$ cat src/rtl/i2c_apb_cmd_bridge.sv
// ============================================================================
// i2c_apb_cmd_bridge : APB3 registers + TX FIFO + byte issue sequencer for the I2C actuator
// Revision 1.0
// ============================================================================
`default_nettype none

module i2c_apb_cmd_bridge #(
   parameter int FIFO_DEPTH     = 4,
   parameter int DV_HOLD        = 4,
   parameter int ACCEPT_TIMEOUT = 64
) (
   input  logic        clk,
   input  logic        rst,
   input  logic        psel,
   input  logic        penable,
   input  logic        pwrite,
   input  logic [3:0]  paddr,
   input  logic [31:0] pwdata,
   output logic [31:0] prdata,
   output logic        pready,
   output logic        pslverr,
   output logic [6:0]  o_taaddr6_0,
   output logic [7:0]  o_wdata,
   output logic        o_write,
   output logic        o_apb_dv,
   input  logic        i_rdbsybar,
   input  logic        i_i2c_err,
   output logic        o_irq
);

   localparam int          AW        = (FIFO_DEPTH > 1) ? $clog2(FIFO_DEPTH) : 1;
   localparam logic [4:0]  DEPTH_L   = 5'(FIFO_DEPTH);
   localparam logic [7:0]  HOLD_LAST = 8'(DV_HOLD - 1);
   localparam logic [15:0] TO_LAST   = 16'(ACCEPT_TIMEOUT - 1);

   typedef enum logic [2:0] {
      S_IDLE   = 3'd0,
      S_LOAD   = 3'd1,
      S_HOLD   = 3'd2,
      S_ACCEPT = 3'd3,
      S_XFER   = 3'd4
   } state_t;

   state_t        state, state_nx;
   logic [7:0]    mem [FIFO_DEPTH];
   logic [AW-1:0] wr_ptr, rd_ptr;
   logic [4:0]    level;
   logic          full, empty, busy;
   logic [6:0]    addr_reg;
   logic          irq_en_done, irq_en_err;
   logic          done, err, timeout;
   logic [7:0]    dv_cnt;
   logic [15:0]   to_cnt;

   logic          wr_acc, rd_acc;
   logic [1:0]    sel;
   logic          wr_addr, wr_tx, wr_ctrl, wr_stat;
   logic          err_tx, err_addr, err_start;
   logic          push, ctrl_ok, start_go, flush_go;
   logic          pop, abort, set_done, set_to, set_err;
   logic          unused_bits;

   assign full  = (level == DEPTH_L);
   assign empty = (level == 5'd0);
   assign busy  = (state != S_IDLE);

   assign wr_acc  = psel & penable & pwrite;
   assign rd_acc  = psel & penable & ~pwrite;
   assign sel     = paddr[3:2];
   assign wr_addr = wr_acc & (sel == 2'd0);
   assign wr_tx   = wr_acc & (sel == 2'd1);
   assign wr_ctrl = wr_acc & (sel == 2'd2);
   assign wr_stat = wr_acc & (sel == 2'd3);

   // Rejected accesses have no side effects at all
   assign err_tx    = wr_tx & full;
   assign err_addr  = wr_addr & busy;
   assign err_start = wr_ctrl & pwdata[0] & empty;
   assign pslverr   = err_tx | err_addr | err_start;
   assign pready    = 1'b1;

   assign push     = wr_tx & ~full;
   assign ctrl_ok  = wr_ctrl & ~err_start;
   assign start_go = ctrl_ok & pwdata[0] & ~busy;
   assign flush_go = ctrl_ok & pwdata[1] & ~busy & ~start_go;
   assign set_err  = i_i2c_err | set_to;

   assign unused_bits = ^{pwdata[31:8], paddr[1:0]};

   always_comb begin
      prdata = '0;
      if (rd_acc) begin
         case (sel)
            2'd0:    prdata[6:0] = addr_reg;
            2'd2:    prdata[3:2] = {irq_en_err, irq_en_done};
            2'd3:    prdata = {19'd0, level, 2'd0, empty, full, timeout, err, done, busy};
            default: prdata = '0;
         endcase
      end
   end

   always_ff @(posedge clk) begin
      if (rst) state <= S_IDLE;
      else     state <= state_nx;
   end

   always_comb begin
      state_nx = state;
      pop      = 1'b0;
      abort    = 1'b0;
      set_done = 1'b0;
      set_to   = 1'b0;
      o_apb_dv = 1'b0;
      o_write  = 1'b0;
      case (state)
         S_IDLE: if (start_go) state_nx = S_LOAD;
         S_LOAD: begin
            o_write = 1'b1;
            if (i_rdbsybar) begin
               pop      = 1'b1;
               state_nx = S_HOLD;
            end
         end
         S_HOLD: begin
            o_write  = 1'b1;
            o_apb_dv = 1'b1;
            if (dv_cnt == HOLD_LAST) state_nx = S_ACCEPT;
         end
         S_ACCEPT: begin
            if (!i_rdbsybar) begin
               state_nx = S_XFER;
            end else if (to_cnt == TO_LAST) begin
               set_to   = 1'b1;
               state_nx = S_IDLE;
            end
         end
         S_XFER: begin
            if (i_rdbsybar) begin
               if (!empty) begin
                  state_nx = S_LOAD;
               end else begin
                  set_done = 1'b1;
                  state_nx = S_IDLE;
               end
            end
         end
         default: state_nx = S_IDLE;
      endcase
      // An actuator error overrides whatever the sequencer was about to do
      if (busy && i_i2c_err) begin
         abort    = 1'b1;
         pop      = 1'b0;
         set_done = 1'b0;
         set_to   = 1'b0;
         state_nx = S_IDLE;
      end
   end

   always_ff @(posedge clk) begin
      if (rst) begin
         for (int i = 0; i < FIFO_DEPTH; i++) mem[i] <= '0;
         wr_ptr      <= '0;
         rd_ptr      <= '0;
         level       <= '0;
         o_wdata     <= '0;
         o_taaddr6_0 <= '0;
         addr_reg    <= '0;
         irq_en_done <= 1'b0;
         irq_en_err  <= 1'b0;
         done        <= 1'b0;
         err         <= 1'b0;
         timeout     <= 1'b0;
         o_irq       <= 1'b0;
         dv_cnt      <= '0;
         to_cnt      <= '0;
      end else begin
         if (abort || flush_go) begin
            wr_ptr <= '0;
            rd_ptr <= '0;
            level  <= '0;
         end else begin
            if (push) begin
               mem[wr_ptr] <= pwdata[7:0];
               wr_ptr      <= wr_ptr + 1'b1;
            end
            if (pop) rd_ptr <= rd_ptr + 1'b1;
            case ({push, pop})
               2'b10:   level <= level + 5'd1;
               2'b01:   level <= level - 5'd1;
               default: level <= level;
            endcase
         end
         if (pop)      o_wdata     <= mem[rd_ptr];
         if (start_go) o_taaddr6_0 <= addr_reg;
         if (wr_addr && !busy) addr_reg <= pwdata[6:0];
         if (ctrl_ok) begin
            irq_en_done <= pwdata[2];
            irq_en_err  <= pwdata[3];
         end
         // W1C clears lose against a same-cycle set
         done    <= set_done | (done    & ~(wr_stat & pwdata[1]));
         err     <= set_err  | (err     & ~(wr_stat & pwdata[2]));
         timeout <= set_to   | (timeout & ~(wr_stat & pwdata[3]));
         o_irq   <= (done & irq_en_done) | ((err | timeout) & irq_en_err);
         dv_cnt  <= (state == S_HOLD)   ? dv_cnt + 8'd1  : 8'd0;
         to_cnt  <= (state == S_ACCEPT) ? to_cnt + 16'd1 : 16'd0;
      end
   end

endmodule

`default_nettype wire

$ cat config.mk
export PLATFORM = sky130hd
export DESIGN_NAME = i2c_apb_cmd_bridge
export DESIGN_NICKNAME = d
export VERILOG_FILES = /design/src/rtl/i2c_apb_cmd_bridge.sv
export SDC_FILE = /design/constraint.sdc
export NUM_CORES = 1
export LEC_CHECK = 0
export ABC_AREA = 1
export BUFFER_PORTS_ARGS = -buffer_cell sky130_fd_sc_hd__buf_2
export CORE_MARGIN = 1.5
export CORE_UTILIZATION = 50
export DETAILED_ROUTE_END_ITERATION = 10
export GPL_ROUTABILITY_DRIVEN = 0
export PLACE_DENSITY = 0.76
export SYNTH_ARGS = -nofsm -noshare
export SYNTH_HDL_FRONTEND = slang
export SYNTH_SLANG_ARGS = --single-unit
export TNS_END_PERCENT = 30
$ cat constraint.sdc
create_clock -name clk -period 2.2 [get_ports clk]
set_input_delay 0.44 -clock clk [delete_from_list [all_inputs] [get_ports clk]]
set_output_delay 0.44 -clock clk [all_outputs]
set_load 0.05 [all_outputs]
==> impl_results.md, run 1 <==
* Post-DR wirelength/cell at about 13 um
* Yosys reg bits at 96
* Final setup violation count at 0
* Largest reg by FF count: mem
* First-pass GRT wire length at around 17,000 um
* Biggest regs: mem: 32 flops, to_cnt: 16 flops
* Max cap viols at 0
* Clock power frac at 0.292
* IO Pins at 95
* Final Hold Vio Count at 0
* Synth area leaders: dfxtp_1, edfxtp_1, nor2_1, nand2_1, inv_1
* Layout Nets at approximately 730
* Vias in the first global route at between 3,000 and 4,000
* Final critical-path setup slack at approximately 0.066 ns
* FFs w/ async S/R, synth at 0
* CTS HTree Levels at 3
* Cell Rows at 35
* Post-synth top flop: dfxtp_1
* Min Tclk post-route at approximately 2.1 ns
* Worst EP arrival at between 1.5 and 2 ns
* CTS max path bufs at 2
* Post-synth EDFFs at 32
* Total grt overflow at 0
* Grt met3 use at 0.0409
* Avg Cell Area, Syn at ~7.9 um2
* Detail Route Antenna Nets at 0
* Yosys top cell by area: dfxtp_1
* Area of the core at around 9300 um2
* CTS root buffer: clkbuf_8
* Total power draw at 4.27 mW
* YS warnings at 0
* PD cells at roughly 770 nW/um2
* Fin. max-slew vios at 0
* Flop pwr share at 0.461
* Gr usage total at 0.212
* Clock-pin slew on the worst setup and hold paths at 0.10 ns
* Comb pwr share at 0.246
* Setup TNS at 0 ns
* Switch Pwr at ~1.5 mW
* GRT busiest layer: met2
* Post-route insts no fill at just over 800
* CP max FO at 2
* Tcrit/Tclk final at 0.970
* Top cell type's share of synthesized area at 0.266
* Fmax at between 400 and 500 MHz
* Crit end category: primary output
* Die Y at between 100 and 150 um
* Fin util at 0.601
* Met2 Usage GRT at 0.376
* Placed insts at 794
* Clk_lat worst skew at around 0.37 ns
* GR Layer Usage met1 at 0.246
* DRC at 0
* Clock buffer count from CTS at 9
* DP HPWL at between 7000 and 8000 um
* RSZ-0062 raised after global routing: true
* Initial Utilization at 0.518
* Critical path type: reg2out
* Avg Vias per Cell at 5.10
* Netlist Area Pre-Place at a little under 5000 um2
* CP required at approximately 1.8 ns
* WL final at around 11,000 um
* Total internal power at 2.79 mW
* Share of layout cells above drive strength 1 at 0.194
* Worst hold-check path type: in2reg
* Switching Share at 0.347
* Maximum number of pins on one net before global-route repair at 22
* Peak supply drop at 0.455 mV
* Worst setup SP type: flip-flop
* Sequential area share after synthesis at 0.466
* Number of clock sinks at 96
* Antenna cell count at 0
* Input/output buffers at 47
* Layout area overhead at 16.1%
* CTS tree: yes
* Outcome: completed
* Detailed-route via count at about 4,100
* Yosys cell types at between 40 and 50
* Die ar. at between 10,000 and 15,000 um2
* Skew final at 0.0148 ns
* Setup WS pre-CTS at -0.0553 ns
* Pleak at approximately 2.4 nW
* Initial antenna violation count at 0
* DIE WIDTH at 101 um
* DR pass1 iterations at 5
* Iteration-0 DRC Markers at ~230
* Post-synthesis cell count at between 600 and 700
* Number of flip-flops in the largest register at 32
synth_stat cells (2+ instances only):
cell	n
nand2_1	79
buf_2	2
o21ai_0	54
nor2_2	2
nand3_4	2
nor2_1	115
clkbuf_1	7
o21a_1	2
or2_2	4
nand2_2	5
buf_1	2
a22oi_1	2
inv_1	77
nand2_4	3
edfxtp_1	32
nor2_4	4
a31oi_1	9
buf_6	2
a21oi_1	38
xor2_1	4
nand4_1	9
nor3_1	7
nor3b_1	4
nand3_1	24
xnor2_1	4
conb_1	2
buf_4	22
ha_1	11
dfxtp_1	64
a311oi_1	2
stage by stage:
stage | area (um2) | hold WS (ns)
final | 5580 | 0.278
after global routing | 5580 | 0.264
after global placement | 5270 | 0.431
after detailed placement | 5270 | 0.441
after floorplan | 4890 | 0.418
after CTS | 5530 | 0.263
power groups by stage:
stage / combinational [mW] / clock, mW / sequential (mW)
floorplan: 0.681 / 0 / 2.07
global placement: 0.975 / 0 / 2.00
detailed placement: 1.00 / 0 / 2.01
CTS: 1.02 / 1.28 / 1.96
global route: 1.14 / 1.34 / 1.98
finish: 1.05 / 1.25 / 1.97
cells in the final DEF (no fill, tap or decap), types with 3 or more instances in the layout:
cell type and n:
edfxtp_1 32, nor2_1 113, nor3_1 7, clkbuf_8 9, xnor2_1 4, xor2_1 4, dfxtp_1 61, nor2_2 3
o21ai_0 53, buf_2 41, nor3b_1 4, inv_1 76, buf_4 33, nand4_1 9, nand2_4 3, ha_1 8
inv_8 3, clkbuf_4 3, conb_1 21, nand3_1 23, a21oi_1 37, dfxtp_2 3, nand2_2 5, nand2_1 79
nor2_4 5, a31oi_1 9
final timing paths:
| kind | startpoint | endpoint | slack, ns | depth (start not counted) |
|---|---|---|---|---|
| worst min-delay path | i_rdbsybar | state[2] | 0.28 | 2 |
| worst min register to register | dv_cnt[0] | dv_cnt[0] | 0.46 | 1 |
| worst max-delay path | level[1] | prdata[4] | 0.07 | 6 |
| worst max register to register | state[0] | level[4] | 0.16 | 15 |
critical path, stage by stage, from the launching register on:
cell	delay (ns)
dfxtp_2	0.34
nor2_2	0.12
nand4_1	0.14
buf_4	0.17
or2_4	0.24
a21oi_4	0.15
buf_6	0.17
layout make-up:
class | instances | area, um2
Fill cell | 852 | 3700
Inverter | 81 | 313
Timing Repair Buffer | 78 | 487
Multi-Input combinational cell | 413 | 2150
Sequential cell | 96 | 2250
Clock buffer | 9 | 124
Tap cell | 129 | 161
Clock inverter | 7 | 95.1
logic make-up (layout without fill, tap and decap cells):
group / count (synthesis) / count (layout) / share of synthesized area
AO/OA/AOI/OAI: 110 / 110 / 0.122
XOR/XNOR: 8 / 8 / 0.0146
adder cells (fa/ha/maj): 12 / 12 / 0.0328
buffers and inverters: 116 / 175 / 0.113
flip-flops: 96 / 96 / 0.466
other: 2 / 21 / 0.00156
AND/OR/NAND/NOR: 262 / 262 / 0.250
timing repair:
item,4_1_cts,5_1_grt
setup buffers,3,0
setup endpoints to repair,3,9
resized for setup,9,17
pin swaps,3,1
hold buffers,0,0
per-layer routing:
metal / vias up / share of wire / wire [um]
met5: - / 0 / 0
met1: 1941 / 0.42 / 4470
li1: 2064 / - / -
met3: 24 / 0.046 / 489
met4: 0 / 0.028 / 293
met2: 117 / 0.51 / 5390
No activity file was read; power rests on OpenSTA's default activity.
==> run 2, diff against run 1 <==
==> constraint.sdc (replaced) <==
create_clock -name clk -period 2.2 [get_ports clk]
set_input_delay 0.66 -clock clk [delete_from_list [all_inputs] [get_ports clk]]
set_output_delay 0.66 -clock clk [all_outputs]
set_load 0.05 [all_outputs]
==> impl_results.md, run 2 (synthesis gave the netlist of run 1 again) <==
* Die ar. at roughly 10,000 um2
* HP Start: dv_cnt[0]
* Final Hold Vio Count at 0
* Biggest regs: mem: 32 flops, to_cnt: 16 flops
* Detailed-route via count at slightly above 4,000
* Most frequent cells in the layout: nor2_1, nand2_1, inv_1, dfxtp_1, o21ai_0
* Number of flip-flops in the largest register at 32
* Clock-pin slew on the worst setup and hold paths at approximately 0.11 ns
* Layout area overhead at 24.4%
* Die Y at 101 um
* Layout Nets at around 750
* Setup WS pre-CTS at -0.395 ns
* Worst r2r path cells at 14
* CTS max path bufs at 2
* Fin util at 0.644
* Total grt overflow at 0
* IO Pins at 95
* CP required at approximately 1.5 ns
* Area of the core at slightly above 9000 um2
* Post-DR wirelength/cell at approximately 13 um
* Final critical-path setup slack at -0.215 ns
* Peak supply drop at around 0.55 mV
* DIE WIDTH at between 100 and 150 um
* Min Tclk post-route at about 2.4 ns
* DR pass1 iterations at 5
* Hold_buf cts at 0
* Largest reg by FF count: mem
* CP Launch Point: paddr[2]
* CTS tree: yes
* Clock buffer count from CTS at 9
* Tcrit/Tclk final at 1.10
* CTS root buffer: clkbuf_8
* Cell Rows at 35
* Fmax at 414 MHz
* Iteration-0 DRC Markers at 182
* Maximum number of pins on one net before global-route repair at 22
* Crit end category: primary output
* Antenna cell count at 0
* Most common cell after layout, fill and taps aside: nor2_1
* Clk_lat worst skew at between 0.3 and 0.4 ns
* Initial Utilization at 0.518
* Skew final at 0.0166 ns
* Gr usage total at 0.223
* DP HPWL at approximately 8100 um
* Worst R2R Start: level[3]
* Fin. max-slew vios at 0
* Outcome: complete, but fails checks
* CTS HTree Levels at 3
* Vias in the first global route at 3,982
* Critical path type: in2out
* Max cap viols at 0
* RSZ-0062 raised after global routing: true
* Worst setup SP type: input pin
* Share of layout cells above drive strength 1 at 0.241
* R2R Setup Slk at 0.12 ns
* R2R Path End: level[4]
* CP max FO at 5
* Pleak at between 2 and 2.5 nW
* Avg Vias per Cell at 5.00
* Initial antenna violation count at 0
* DRC at 0
* Worst hold-check path type: reg2reg
* Final setup violation count at 12
* Failing checks: negative setup slack
* WL final at 10,900 um
* First-pass GRT wire length at roughly 18,000 um
* Input/output buffers at 47
* Worst EP arrival at approximately 1.8 ns
* PD cells at around 700 nW/um2
* Number of clock sinks at 96
* Detail Route Antenna Nets at 0
* Critical path destination: prdata[1]
-- run 2: changes by cell type in the layout (fill, tap and decap cells not counted), sizes merged --
cell	previous run	this run
clkinv	4	6
bufinv	1	0
inv	83	80
buf	75	89
clkinvlp	0	2
clkbuf	12	10
-- run 2: power by group --
part           switching (mW)  internal [mW]  total (mW)
sequential             0.0538           1.91        1.96
clock                   0.705          0.446        1.15
combinational           0.759          0.357        1.12
-- run 2: worst max-delay path, cell delays in order --
cell and delay [ns]:
buf_12 0.09, clkinvlp_4 0.10, ha_4 0.25, or2_4 0.31, a21oi_4 0.17, buf_8 0.17
-- run 2: worst min path at each step --
stage,to,cells after the start
CTS,dv_cnt[0],1
detailed placement,dv_cnt[0],1
floorplan,dv_cnt[0],1
global route,dv_cnt[0],1
finish,dv_cnt[0],1
global placement,dv_cnt[0],1
-- run 2: area by class of cell --
| class | instances | area (um2) |
|---|---|---|
| fillers | 786 | 3300 |
| multi-input cells | 413 | 2350 |
| flip-flops and latches | 96 | 2240 |
| repair buffers | 90 | 706 |
| inverters | 81 | 322 |
| well taps | 129 | 161 |
| clock buffers | 9 | 124 |
| clock inverters | 7 | 77.6 |
-- run 2: layer usage --
metal | share of wire | vias to the layer above | GRT usage
met5 | 0 | - | 0
met4 | 0.020 | 0 | 0.0919
met3 | 0.048 | 14 | 0.0485
met2 | 0.50 | 102 | 0.388
met1 | 0.43 | 1919 | 0.265
li1 | - | 2091 | -
-- run 2: stage by stage --
step / setup TNS, ns / hold slack (ns) / cell area, um2 / instances / power (mW)
2_1_floorplan: -2.68 / 0.418 / 5080 / 625 / 2.78
3_3_place_gp: -5.26 / 0.430 / 5550 / 805 / 3.02
3_5_place_dp: -6.58 / 0.443 / 5550 / 805 / 3.05
4_1_cts: -0.956 / 0.458 / 5890 / 822 / 4.21
5_1_grt: -1.77 / 0.481 / 5980 / 825 / 4.43
6_report: -1.38 / 0.457 / 5980 / 825 / 4.23
-- run 2: timing repair --
item	4_1_cts	5_1_grt
setup buffers	1	3
gates resized for setup	40	21
setup endpoints to repair	14	16
pin swaps	5	8
==> run 3, diff against run 2 <==
--- a/config.mk
+++ b/config.mk
@@ -7,12 +7,13 @@
 export LEC_CHECK = 0
 export ABC_AREA = 1
 export BUFFER_PORTS_ARGS = -buffer_cell sky130_fd_sc_hd__buf_2
+export CORE_ASPECT_RATIO = 0.8
 export CORE_MARGIN = 1.5
 export CORE_UTILIZATION = 50
 export DETAILED_ROUTE_END_ITERATION = 10
 export GPL_ROUTABILITY_DRIVEN = 0
 export PLACE_DENSITY = 0.76
+export SETUP_SLACK_MARGIN = 0.15
 export SYNTH_ARGS = -nofsm -noshare
 export SYNTH_HDL_FRONTEND = slang
 export SYNTH_SLANG_ARGS = --single-unit
-export TNS_END_PERCENT = 30
==> impl_results.md, run 3 (synthesis gave the netlist of run 1 again) <==
* Outcome: complete, but fails checks
* Failing checks: negative setup slack
* Die ar. at 10,200 um2
* Post-route insts no fill at a little over 800
* PD cells at about 770 nW/um2
* Clock-pin slew on the worst setup and hold paths at about 0.07 ns
* Layout fillers at approximately 730
* CTS tree: yes
* Critical path type: in2out
* Vias in the first global route at slightly above 4,000
* Initial Utilization at 0.523
* Total grt overflow at 0
* Detailed-route via count at around 4,200
* Max cap viols at 0
* Die Y at a little over 90 um
* CTS root buffer: clkbuf_16
* Share of layout cells above drive strength 1 at 0.268
* Number of clock sinks at 96
* Most common cell after layout, fill and taps aside: nor2_1
* Fin area at around 6200 um2
* Number of flip-flops in the largest register at 32
* Worst hold-check path type: reg2reg
* First-pass GRT wire length at approximately 19,000 um
* Slowest Stage Delay on Critical Path at slightly above 0.3 ns
* Clock buffer count from CTS at 9
* DR pass1 iterations at 6
* Peak supply drop at about 0.53 mV
* Gr usage total at 0.232
* Cell Rows at 31
* Detail Route Antenna Nets at 0
* Worst setup SP type: input pin
* Min Tclk post-route at approximately 2.4 ns
* Worst-path cell chain: buf_8, clkinvlp_4, ha_4, or2_4, a21oi_4, buf_6
* Fmax at between 400 and 500 MHz
* Fin. max-slew vios at 0
* Area of the core at ~9200 um2
* CP max FO at 5
* CTS HTree Levels at 3
* Input/output buffers at 47
* RSZ-0062 raised after global routing: true
* Clk_lat worst skew at approximately 0.35 ns
* Iteration-0 DRC Markers at about 200
* Layout area overhead at 29.2%
* Skew final at 0.00816 ns
* Post-DR wirelength/cell at 13.8 um
* Crit end category: primary output
* Placed Area at between 5000 and 6000 um2
* Final setup violation count at 10
* Tcrit/Tclk final at 1.07
* Total power draw at 4.78 mW
* Biggest regs: mem: 32 flops, to_cnt: 16 flops
* Buf/Inv on CP at 3
* Avg Vias per Cell at roughly 5.1
* DP HPWL at just over 8000 um
* Antenna cell count at 0
* CP required at about 1.5 ns
* CTS max path bufs at 2
* Layout Nets at roughly 750
* IO Pins at 95
* DIE WIDTH at between 100 and 150 um
* Largest reg by FF count: mem
* Maximum number of pins on one net before global-route repair at 22
* Placed insts at 789
* Max stage delay cell, worst path: or2_4
* Final critical-path setup slack at -0.165 ns
* Final Hold Vio Count at 0
* Worst EP arrival at about 1.7 ns
* Delay-heaviest family, CP: buffers and inverters
* DRC at 0
* Most frequent cells in the layout: nor2_1, nand2_1, inv_1, dfxtp_1, o21ai_0
* Pleak at 2.61 nW
* Fin util at 0.676
* Initial antenna violation count at 0
* WL final at 11,200 um
* Hold_buf cts at 0
* Setup TNS at -0.950 ns
==> run 3: final cells by class <==
class | count | area, um2 | area share
Multi-Input combinational cell | 413 | 2460 | 0.396
Sequential cell | 96 | 2250 | 0.362
Timing Repair Buffer | 91 | 727 | 0.117
Inverter | 81 | 319 | 0.0514
Clock buffer | 9 | 225 | 0.0363
Tap cell | 115 | 144 | 0.0232
Clock inverter | 7 | 88.8 | 0.0143
==> run 3: stage by stage <==
step                hold WS, ns  worst slack (ns)
CTS                       0.454            -0.167
detailed placement        0.441            -0.325
global placement          0.428            -0.309
floorplan                 0.418            -0.176
global route              0.474            -0.203
finish                    0.450            -0.165
==> run 3: timing repair <==
| action | in CTS | in global routing |
|---|---|---|
| setup endpoints to repair | 17 | 19 |
| pin swaps | 11 | 15 |
| setup buffers | 4 | 3 |
| resized for setup | 50 | 17 |
==> run 3: worst paths after layout <==
kind	startpoint	endpoint	slack, ns	depth (start not counted)
worst max register to register	state[0]	level[4]	0.13	15
worst min register to register	to_cnt[0]	to_cnt[0]	0.45	1
worst min-delay path	to_cnt[0]	to_cnt[0]	0.45	1
worst max-delay path	paddr[2]	prdata[1]	-0.16	6
==> run 3: layer usage <==
layer  track usage  wire [um]  vias to the layer above
li1              -          -                     2103
met1         0.284       4820                     1949
met2         0.402       5640                      114
met3        0.0678        632                       15
met4        0.0601        118                        0
met5             0          0                        -
==> run 3: power by group <==
| part | switching (mW) | leakage [nW] | internal [mW] |
|---|---|---|---|
| clock | 0.724 | 0.152 | 0.909 |
| sequential | 0.0611 | 0.849 | 1.91 |
| combinational | 0.803 | 1.61 | 0.372 |
